$ cat config.mk
export PLATFORM = sky130hd
export DESIGN_NAME = ifetch
export DESIGN_NICKNAME = d
export VERILOG_FILES = /design/src/rtl/ifetch_pkg.sv /design/src/rtl/ifetch_buf.sv /design/src/rtl/ifetch.sv
export SDC_FILE = /design/constraint.sdc
export NUM_CORES = 1
export LEC_CHECK = 0
export CELL_PAD_IN_SITES_DETAIL_PLACEMENT = 0
export CELL_PAD_IN_SITES_GLOBAL_PLACEMENT = 1
export CORE_MARGIN = 2
export CORE_UTILIZATION = 40
export DETAILED_ROUTE_END_ITERATION = 8
export PLACE_DENSITY = 0.8
export SLEW_MARGIN = 0
export SYNTH_ARGS = -nofsm -noshare
export SYNTH_HDL_FRONTEND = slang
export SYNTH_SLANG_ARGS = --single-unit
$ cat constraint.sdc
create_clock -name CLK -period 7.6 [get_ports CLK]
set_input_delay 0.76 -clock CLK [delete_from_list [all_inputs] [get_ports CLK]]
set_output_delay 0.76 -clock CLK [all_outputs]
set_load 0.03 [all_outputs]
$ cat src/rtl/ifetch_pkg.sv
// Shared constants and types for the minicpu instruction-fetch stage.
package ifetch_pkg;

    localparam logic [31:0] NOP              = 32'h0000_0000;
    localparam logic [31:0] RESET_PC_DEFAULT = 32'h0040_0000;

    typedef enum logic [1:0] {
        StIdle,
        StReq,
        StHold
    } state_e;

    // Sequential successor; wraps naturally at 32 bits.
    function automatic logic [31:0] next_seq_pc(input logic [31:0] pc);
        return pc + 32'd4;
    endfunction

endpackage

$ cat src/rtl/ifetch_buf.sv
// One-entry skid buffer holding a fetched word and its address while decode is frozen.
module ifetch_buf (
    input  logic        clk_i,
    input  logic        flush_i,
    input  logic        load_i,
    input  logic        drain_i,
    input  logic [31:0] data_i,
    input  logic [31:0] addr_i,
    output logic        full_o,
    output logic [31:0] data_o,
    output logic [31:0] addr_o
);

    logic        full_q, full_d;
    logic [31:0] data_q, data_d;
    logic [31:0] addr_q, addr_d;

    always_comb begin
        full_d = full_q;
        data_d = data_q;
        addr_d = addr_q;
        if (flush_i) begin
            full_d = 1'b0;
        end else if (load_i) begin
            full_d = 1'b1;
            data_d = data_i;
            addr_d = addr_i;
        end else if (drain_i) begin
            full_d = 1'b0;
        end
    end

    always_ff @(posedge clk_i) begin
        full_q <= full_d;
        data_q <= data_d;
        addr_q <= addr_d;
    end

    assign full_o = full_q;
    assign data_o = data_q;
    assign addr_o = addr_q;

endmodule

$ cat src/rtl/ifetch.sv
// Instruction-fetch stage: PC, single-outstanding imem handshake, delay-slot redirects,
// hazard/SYSCALL freeze of the I1 register toward decode.
module ifetch
    import ifetch_pkg::*;
#(
    parameter logic [31:0] RESET_PC      = RESET_PC_DEFAULT,
    parameter int unsigned SYSCALL_STALL = 2
) (
    input  logic        CLK,
    input  logic        MRST,
    input  logic        Stall,
    input  logic        Redirect,
    input  logic [31:0] RedirectPC,
    input  logic        instIsSyscall,
    output logic        imem_req,
    output logic [31:0] imem_addr,
    input  logic        imem_ack,
    input  logic [31:0] imem_data,
    output logic [31:0] I1,
    output logic [31:0] PC1,
    output logic        Valid1
);

    // The detection cycle itself holds, so the counter covers the remaining hold cycles.
    localparam logic [7:0] SysLoad = (SYSCALL_STALL > 0) ? 8'(SYSCALL_STALL - 1) : 8'd0;

    state_e      state_q, state_d;
    logic [31:0] pc_q, pc_d;
    logic [31:0] i1_q, i1_d;
    logic [31:0] pc1_q, pc1_d;
    logic        valid1_q, valid1_d;
    logic        redir_pend_q, redir_pend_d;
    logic [31:0] redir_pc_q, redir_pc_d;
    logic [7:0]  sys_cnt_q, sys_cnt_d;
    logic        served_q, served_d;

    logic        buf_full, buf_load, buf_drain;
    logic [31:0] buf_data, buf_addr;
    logic        ack_v, sys_start, hold;

    // Acks with no request in flight (e.g. after reset) are dropped here.
    assign ack_v     = imem_ack && (state_q == StReq);
    assign sys_start = instIsSyscall && !served_q && (SYSCALL_STALL != 0);
    assign hold      = Stall || (sys_cnt_q != 8'd0) || sys_start;

    ifetch_buf u_buf (
        .clk_i   (CLK),
        .flush_i (MRST),
        .load_i  (buf_load),
        .drain_i (buf_drain),
        .data_i  (imem_data),
        .addr_i  (pc_q),
        .full_o  (buf_full),
        .data_o  (buf_data),
        .addr_o  (buf_addr)
    );

    always_comb begin
        state_d      = state_q;
        pc_d         = pc_q;
        i1_d         = i1_q;
        pc1_d        = pc1_q;
        valid1_d     = valid1_q;
        redir_pend_d = redir_pend_q;
        redir_pc_d   = redir_pc_q;
        sys_cnt_d    = sys_cnt_q;
        served_d     = served_q;
        buf_load     = 1'b0;
        buf_drain    = 1'b0;

        if (Redirect) begin
            redir_pend_d = 1'b1;
            redir_pc_d   = RedirectPC;
        end

        if (ack_v) begin
            if (Redirect) begin
                pc_d         = RedirectPC;
                redir_pend_d = 1'b0;
            end else if (redir_pend_q) begin
                pc_d         = redir_pc_q;
                redir_pend_d = 1'b0;
            end else begin
                pc_d = next_seq_pc(pc_q);
            end
        end

        if (sys_start) begin
            sys_cnt_d = SysLoad;
            served_d  = 1'b1;
        end else if (sys_cnt_q != 8'd0) begin
            sys_cnt_d = sys_cnt_q - 8'd1;
        end

        if (hold) begin
            buf_load = ack_v;
        end else begin
            served_d = 1'b0;
            if (buf_full) begin
                buf_drain = 1'b1;
                i1_d      = buf_data;
                pc1_d     = buf_addr;
                valid1_d  = 1'b1;
            end else if (ack_v) begin
                i1_d     = imem_data;
                pc1_d    = pc_q;
                valid1_d = 1'b1;
            end else begin
                i1_d     = NOP;
                valid1_d = 1'b0;
            end
        end

        unique case (state_q)
            StIdle:  state_d = StReq;
            StReq:   if (ack_v && hold) state_d = StHold;
            StHold:  if (!hold) state_d = StReq;
            default: state_d = StIdle;
        endcase
    end

    always_ff @(posedge CLK) begin
        if (MRST) begin
            state_q      <= StIdle;
            pc_q         <= RESET_PC;
            i1_q         <= NOP;
            pc1_q        <= RESET_PC;
            valid1_q     <= 1'b0;
            redir_pend_q <= 1'b0;
            redir_pc_q   <= 32'h0;
            sys_cnt_q    <= 8'd0;
            served_q     <= 1'b0;
        end else begin
            state_q      <= state_d;
            pc_q         <= pc_d;
            i1_q         <= i1_d;
            pc1_q        <= pc1_d;
            valid1_q     <= valid1_d;
            redir_pend_q <= redir_pend_d;
            redir_pc_q   <= redir_pc_d;
            sys_cnt_q    <= sys_cnt_d;
            served_q     <= served_d;
        end
    end

    assign imem_req  = (state_q == StReq);
    assign imem_addr = pc_q;
    assign I1        = i1_q;
    assign PC1       = pc1_q;
    assign Valid1    = valid1_q;

endmodule

==> results of run 1 <==
==> per-stage QoR <==
| step | cells | instance area (sq um) | utilization [%] | hold slack [ns] |
|---|---|---|---|---|
| after floorplan | 937 | 8900 | - | 0.441 |
| after detailed placement | 1320 | 10700 | 49.1 | 0.453 |
| final | 1360 | 11500 | 52.5 | 0.460 |
| after global routing | 1360 | 11500 | 52.5 | 0.480 |
| after CTS | 1360 | 11500 | 52.5 | 0.463 |
| after global placement | 1320 | 10700 | 49.1 | 0.448 |
==> metal layers <==
metal / vias to the layer above / track usage (%) / share of wire [%]
li1: 3663 / - / -
met1: 3335 / 29.2 / 49
met2: 236 / 29.0 / 43
met3: 31 / 2.89 / 6.0
met4: 0 / 4.89 / 2.2
met5: - / 0 / 0
==> cells by family (layout without fill, tap and decap cells) <==
| group | Yosys count | after routing |
|---|---|---|
| adders and majority gates | 3 | 3 |
| AOI/OAI and AO/OA | 229 | 229 |
| DFF | 206 | 206 |
| muxes | 63 | 63 |
| and+or+nand+nor | 336 | 336 |
| buffers and inverters | 90 | 233 |
| xor gates and xnor gates | 10 | 10 |
==> final timing paths <==
kind	from	end	slack, ns	depth (start not counted)
worst min-delay path	redir_pc_q[12]	redir_pc_q[12]	0.46	2
worst min register to register	redir_pc_q[12]	redir_pc_q[12]	0.46	2
worst max-delay path	imem_ack	PC1[18]	4.64	8
worst max register to register	imem_addr[2]	imem_addr[22]	4.87	6
==> sequential cells by signal (all words and copies together) (netlist names) <==
register,cells
served_q,1
state_q,2
PC1,32
imem_addr,32
u_buf.full_o,1
u_buf.data_o,32
sys_cnt_q,8
u_buf.addr_o,32
I1,32
Valid1,1
redir_pc_q,32
redir_pend_q,1
==> power breakdown <==
| group | total, mW | switching, mW | internal (mW) |
|---|---|---|---|
| Sequential | 1.41 | 0.118 | 1.29 |
| Combinational | 0.924 | 0.540 | 0.384 |
| Clock | 1.08 | 0.430 | 0.647 |
| Total | 3.41 | 1.09 | 2.32 |
==> worst reg2reg max path: stages (launching register included) <==
cell,delay (ns)
dfxtp_1,0.56
ha_1,0.29
nand4_1,0.27
nor4_1,0.98
nand3_1,0.17
mux2_2,0.27
nand3_1,0.07
==> cell usage in the layout, fill, tap and decap left out, types with 14 or more instances in the layout <==
cell type / n
nor2_1: 169
clkdlybuf4s50_1: 165
dfxtp_1: 141
nand2_1: 76
a211oi_1: 73
a21oi_1: 70
edfxtp_1: 64
mux2i_1: 61
clkbuf_16: 23
o21ai_0: 19
nand3_1: 17
nor3_1: 14
==> layout make-up <==
cell class	count	area, sq um
clock inverter	6	61.3
inverter	14	52.6
tap	280	350
timing repair buffer	179	1750
multi-input combinational	641	3790
sequential	206	4770
clock buffer	34	677
fill	1980	10400
==> run metrics, run 1 <==
first-pass GRT wire length 37300 um; Synth async-reset ratio 0%; post-synthesis simple-gate area fraction 16.6%; initial antenna violation count 0; CTS H-tree lvls 1; cell family with most CP delay buffers and inverters; DP HPWL 15500 um; Max Root-Sink Buffers 3; fin crit share 39.0%; CTS tree built; Cell Area, Synth 8900 sq um; final worst setup slack 4.64 ns; DRC errors left 0; outcome complete, no violations; Antenna diodes 0; TritonCTS buffer count 22; crit-path max FO 49; Avg WL per Cell 17.2 um; area share of fa/ha/maj cells after synthesis 0.422%; min Tclk post-route 2.96 ns; sequential share of the synthesized area 53.5%; cts hold-fix bufs 0; Final Max Tran Viols 0; final hold vios 0; Synth area leader dfxtp_1; type of origin of the critical path primary input; Final #Nets 1137; Largest stage delay, worst path 0.55 ns; Critical Path RT 8.02 ns; synth top area cells dfxtp_1, edfxtp_1, nor2_1, mux2i_1, a211oi_1; post-CTS setup buffer count 0; Leak 3.86 nW; vias in the first global route 6642; total track usage 19.4%; initial cell density of the core 40.8%; routed vias/inst 5.34; Post-Syn Nets 1010; Ys Warns 0; RSZ-0062 raised after global routing no; Antenna Violating Nets Remaining 0; Routed WL 23400 um; largest net degree at the start of global routing 73; Worst Hold Class flop to flop; peak supply drop 0.143 mV; total die area 23500 sq um; die width 153 um; Rows 54; CP max stage cell buf_4; synth unique cells 66; Synth Area in Compound Gates 17.3%; total power 3.41 mW; number of synthesized flops with an enable pin 64; post-cts sizing count 0; clock-pin slew on the worst setup and hold paths 0.06 ns; largest family of logic cells by synthesized area compound AO/OA/AOI/OAI gates; post-synthesis mux area share 7.11%; CORE AREA 21800 sq um; relative slew slack 25.3%; Ports 168; WP data arrival 3.38 ns; Clock Latency Late Sink 0.51 ns; clock sinks 206; critical-path cell list clkdlybuf4s50_1, and3b_2, buf_4, nor2_1, nor3_2, buf_4, nor2_1, a211oi_1; dominant synthesized flop cell dfxtp_1; skew final 0.0119 ns; Detailed Route Iter0 Violations 614; endpoint class of the critical path flop; GRT overflow 0; Max Cap Viol 0; RD Place Congestion 0.845; vias 7265; Commonest cells post-synth nor2_1, dfxtp_1, nand2_1; Die Y 153 um; worst slack at placement 4.10 ns; power per cell area 297 nW/um^2; IO Port Bufs 167; CP Class primary input to flop; Area Growth Syn to Fin 28.7%; Setup TNS 0 ns; Max Clock Freq 337 MHz; share of layout cells above drive strength 1 5.65%; Post-Synthesis Cells 937; Worst-Margin Slew 1.11 ns; most common cell in the netlist nor2_1; register bit total from synthesis 206; Synth Area in XOR/XNOR 0.984%; setup violators final 0; Clock Root Buffer clkbuf_16; Syn Area/Cell 9.50 sq um; post-synth top area share 31.9%; WP buf/inv 3; drt pass-1 iters 5
(Power assumes the default switching activity.)
==> inputs of run 2 (changes only) <==
CORE_UTILIZATION = 36   (was 40)
PLACE_DENSITY = 0.76   (was 0.8)
clock period = 2.71 ns   (was 7.6 ns; I/O delays follow)
==> run metrics, run 2 (synthesis gave the netlist of run 1 again) <==
post-cts sizing count 0 (unchanged); IO Port Bufs 167 (unchanged); CP Class flop to flop; power per cell area 830 nW/um^2 (+180%); Ports 168 (unchanged); most frequent cells in the layout nor2_1, clkdlybuf4s50_1, dfxtp_1; total track usage 18.1% (-1.3 points); Critical Path RT 3.14 ns (-4.88 ns); Detailed Route Iter0 Violations 616 (+0.33%); skew final 0.0137 ns (+0.00182 ns); first-pass GRT wire length 38000 um (+2.0%); worst slack at placement 0.412 ns (-3.69 ns); Reg power frac 39.7% (-1.6 points); RD Place Congestion 0.801 (-5.3%); final worst setup slack 0.574 ns (-4.06 ns); Worst Hold Depth 3 (+1); fin crit share 78.8%; RR Endpoint imem_addr[19]; setup violators final 0 (unchanged); commonest non-fill, non-tap cell in the layout nor2_1; Antenna diodes 0 (unchanged); routed vias/inst 5.19 (-2.8%); Die Y 161 um (+5.3%); hold_sp Redirect; Max Root-Sink Buffers 3 (unchanged); Net Sw Frac 32.0% (about the same); type of origin of the critical path flop; initial antenna violation count 0 (unchanged); endpoint class of the critical path flop; RR Startpoint imem_addr[13]; Clock Root Buffer clkbuf_16; vias 7414 (+2.1%); R2R cell count 5 (-1); min Tclk post-route 2.14 ns; critical-path cell list nand3_1, nor4_1, and4_1, mux2_2, a21oi_1; Worst-Margin Slew 0.720 ns (-0.391 ns); Final #Nets 1159 (+1.9%); CORE AREA 24300 sq um (+11%); clock-pin slew on the worst setup and hold paths 0.06 ns (about the same); Worst Hold Class primary input to flop; cts hold-fix bufs 0 (unchanged); CTS H-tree lvls 1 (unchanged); Max Cap Viol 0 (unchanged); Routed WL 24200 um (+3.4%); DP HPWL 16200 um (+4.6%); TritonCTS buffer count 24 (+9.1%); Clock Latency Late Sink 0.51 ns (about the same); Antenna Violating Nets Remaining 0 (unchanged); DRC errors left 0 (unchanged); crit-path max FO 9 (-82%); total die area 26000 sq um (+11%); cell family with most CP delay simple AND/OR/NAND/NOR gates; GRT overflow 0 (unchanged); outcome complete, no violations; final hold vios 0 (unchanged); vias in the first global route 6807 (+2.5%); clock power share 32.2% (+0.6 points); share of layout cells above drive strength 1 7.79% (+2.1 points); Internal 6.66 mW (+190%); relative slew slack 52.0% (+27 points); clock sinks 206 (unchanged); Avg WL per Cell 16.9 um (-1.5%); WP buf/inv 0 (-3); largest net degree at the start of global routing 97 (+33%); drt pass-1 iters 5 (unchanged); Leak 4.01 nW (+3.7%); NetSw 3.13 mW (+190%); die width 161 um (+5.3%); worst hold path endpoint redir_pc_q[12]; initial cell density of the core 36.6% (-4.2 points); Hold Slack 0.221 ns (-0.239 ns); post-CTS setup buffer count 0 (unchanged); Max Clock Freq 468 MHz; Rows 57 (+5.6%); Largest stage delay, worst path 0.57 ns (+0.02 ns); CTS tree built; Comb power frac 28.0% (+0.9 points); Area Growth Syn to Fin 32.6%; r2r setup slk 0.57 ns (-4.30 ns); WP data arrival 2.57 ns (-0.81 ns); CP max stage cell nor4_1; Final Max Tran Viols 0 (unchanged); peak supply drop 0.480 mV (+240%); RSZ-0062 raised after global routing no
## run 2: changes by cell type in the layout (fill, tap and decap cells not counted), sizes merged
cell,before,now
clkinvlp,0,1
clkbuf,34,29
bufinv,1,2
clkinv,6,13
buf,14,34
## run 2: worst max path at each step
stage                  startpoint               end  slack [ns]  depth (start not counted)
global route        imem_addr[13]     imem_addr[19]        0.40                          5
global placement    instIsSyscall  u_buf.data_o[21]        0.45                          6
floorplan            sys_cnt_q[0]   u_buf.addr_o[0]       -0.25                          7
CTS                  imem_addr[5]     imem_addr[31]        0.60                          4
finish              imem_addr[13]     imem_addr[19]        0.57                          5
detailed placement  instIsSyscall  u_buf.data_o[23]        0.41                          6
## run 2: worst min-delay path, cell delays in order
cell     delay (ns)
buf_2          0.21
nand2_1        0.12
a21oi_1        0.06
## run 2: power by group through the flow
stage	sequential (mW)	clock, mW	combinational, mW
2_1_floorplan	4.43	0	1.24
3_5_place_dp	3.95	0	2.76
3_3_place_gp	3.94	0	2.74
6_report	3.89	3.16	2.75
5_1_grt	3.94	3.38	2.98
4_1_cts	3.89	3.24	2.77
## run 2: layout make-up
class	instances	area [sq um]
Sequential cell	206	4770
Multi-Input combinational cell	641	3810
Fill cell	2282	12500
Timing Repair Buffer	199	1980
Inverter	14	52.6
Clock buffer	29	661
Tap cell	324	405
Clock inverter	15	116
## run 2: per-layer routing
metal | up-vias | GRT usage (%) | part of all wire (%)
met5 | - | 0 | 0
met4 | 0 | 3.90 | 1.2
met3 | 22 | 2.98 | 6.4
met2 | 230 | 28.0 | 44
met1 | 3438 | 26.6 | 48
li1 | 3724 | - | -
## run 2: per-stage QoR
step	std cells	TNS [ns]	instance area, sq um	total power, mW	util, %
6_report	1428	0	11800	9.79	48.5
3_5_place_dp	1384	0	11000	6.72	45.3
2_1_floorplan	937	-15.72	8950	5.68	-
5_1_grt	1428	0	11800	10.3	48.5
4_1_cts	1428	0	11800	9.90	48.5
3_3_place_gp	1384	0	11000	6.68	45.3
==> inputs of run 3 (changes only) <==
CORE_UTILIZATION = 40   (was 36)
PLACE_DENSITY = 0.8   (was 0.76)
clock period = 2.2 ns   (was 2.71 ns; I/O delays follow)
==> run metrics, run 3 (synthesis gave the netlist of run 1 again) <==
outcome complete, no violations; DRC errors left 0 (unchanged); GRT overflow 0 (unchanged); min Tclk post-route 2.02 ns; total track usage 20.1% (+2.0 points); Rows 54 (-5.3%); skew final 0.0108 ns (-0.00286 ns); total die area 23500 sq um (-9.8%); Routed WL 24300 um (+0.53%); Net Sw Frac 30.8% (-1.2 points); peak supply drop 0.485 mV (+1.1%); power per cell area 1040 nW/um^2 (+25%); Antenna diodes 0 (unchanged); Largest stage delay, worst path 0.71 ns (+0.14 ns); clock-pin slew on the worst setup and hold paths 0.06 ns (about the same); Leak 4.21 nW (+5.0%); Die Y 153 um (-5.0%); fin crit share 91.6%; most frequent cells in the layout nor2_1, clkdlybuf4s50_1, dfxtp_1; type of origin of the critical path flop; die width 153 um (-5.0%); crit-path max FO 9 (unchanged); CP Class flop to output port; CORE AREA 21800 sq um (-10%); vias in the first global route 6956 (+2.2%); Antenna Violating Nets Remaining 0 (unchanged); drt pass-1 iters 5 (unchanged); first-pass GRT wire length 38400 um (+0.89%); Post-Place Cells 1369 (-1.1%); Clock Root Buffer clkbuf_16; commonest non-fill, non-tap cell in the layout nor2_1; RSZ-0062 raised after global routing no; Ports 168 (unchanged); CTS H-tree lvls 1 (unchanged); post-cts sizing count 0 (unchanged); share of layout cells above drive strength 1 10.6% (+2.8 points); clock power share 34.6% (+2.4 points); CP max stage cell clkdlybuf4s50_1; Max Clock Freq 496 MHz; NetSw 3.87 mW (+24%); Max Root-Sink Buffers 3 (unchanged); Worst Hold Class primary input to flop; Critical Path RT 1.98 ns (-1.16 ns); Internal 8.70 mW (+31%); setup violators final 0 (unchanged); Clock Latency Late Sink 0.51 ns (about the same); relative slew slack 63.4% (+11 points); RD Place Congestion 0.864 (+7.9%); WP data arrival 1.80 ns (-0.77 ns); IO Port Bufs 167 (unchanged); Final Util 55.3% (+6.8 points); vias 7515 (+1.4%); Detailed Route Iter0 Violations 471 (-24%); Reg power frac 37.8% (-1.9 points); initial antenna violation count 0 (unchanged); CTS tree built; Final #Nets 1188 (+2.5%); Avg WL per Cell 17.2 um (+1.6%); Hold Slack 0.139 ns (-0.0819 ns); final hold vios 0 (unchanged); cts hold-fix bufs 0 (unchanged); Post-Layout Cell Count 1413 (-1.1%); post-CTS setup buffer count 0 (unchanged); largest net degree at the start of global routing 72 (-26%); endpoint class of the critical path output port; Final Max Tran Viols 0 (unchanged); TritonCTS buffer count 24 (unchanged); DP HPWL 16600 um (+2.5%); clock sinks 206 (unchanged); critical-path cell list buf_4, clkdlybuf4s50_1; Comb power frac 27.6% (-0.4 points); routed vias/inst 5.32 (+2.4%); Area Growth Syn to Fin 35.7%; initial cell density of the core 40.8% (+4.2 points); Max Cap Viol 0 (unchanged); Worst-Margin Slew 0.548 ns (-0.172 ns)
run 3: changes by cell type in the layout (fill, tap and decap cells not counted), sizes merged:
cell,previous run,this run
buf,34,63
bufinv,2,5
clkbuf,29,34
clkinv,13,6
clkinvlp,1,0
run 3: path summary, 6_finish.rpt:
kind | startpoint | end | slack, ns | cells past startpoint
setup / recovery | imem_addr[12] | imem_addr[12] | 0.18 | 2
hold / removal | Redirect | redir_pc_q[15] | 0.14 | 3
setup reg to reg | imem_addr[13] | imem_addr[19] | 0.22 | 6
hold reg to reg | redir_pc_q[12] | redir_pc_q[12] | 0.46 | 2
run 3: critical path: cells and delay by family (launching register included):
| kind | cells | cell delay, ns |
|---|---|---|
| buffers and inverters | 2 | 0.89 |
| DFF | 1 | 0.39 |
run 3: power by group through the flow:
| stage | combinational [mW] | clock, mW | sequential [mW] |
|---|---|---|---|
| 2_1_floorplan | 1.53 | 0 | 5.46 |
| 3_3_place_gp | 3.44 | 0 | 4.82 |
| 3_5_place_dp | 3.48 | 0 | 4.83 |
| 4_1_cts | 3.50 | 4.43 | 4.76 |
| 5_1_grt | 3.77 | 4.60 | 4.82 |
| 6_report | 3.47 | 4.35 | 4.75 |
run 3: per-layer routing:
metal	wire, um	GRT usage (%)	share of wire, %
met1	11700	29.7	48
met2	10900	31.1	45
met3	1470	3.29	6.0
met4	294	3.92	1.2
met5	0	0	0
run 3: through the flow:
step           setup TNS [ns]  instance area [sq um]  setup slack, ns  total power [mW]
2_1_floorplan          -48.36                   8950           -0.756              6.99
3_3_place_gp                0                  11200           0.0825              8.26
3_5_place_dp                0                  11200           0.0202              8.32
4_1_cts                     0                  12100            0.157              12.7
5_1_grt                     0                  12100           0.0527              13.2
6_report                    0                  12100            0.185              12.6
run 3: layout make-up:
| cell class | instances | area (sq um) |
|---|---|---|
| fill | 1953 | 9750 |
| sequential | 206 | 4770 |
| inverter | 14 | 52.6 |
| timing repair buffer | 228 | 2210 |
| clock buffer | 34 | 699 |
| clock inverter | 10 | 174 |
| tap | 280 | 350 |
| multi-input combinational | 641 | 3810 |
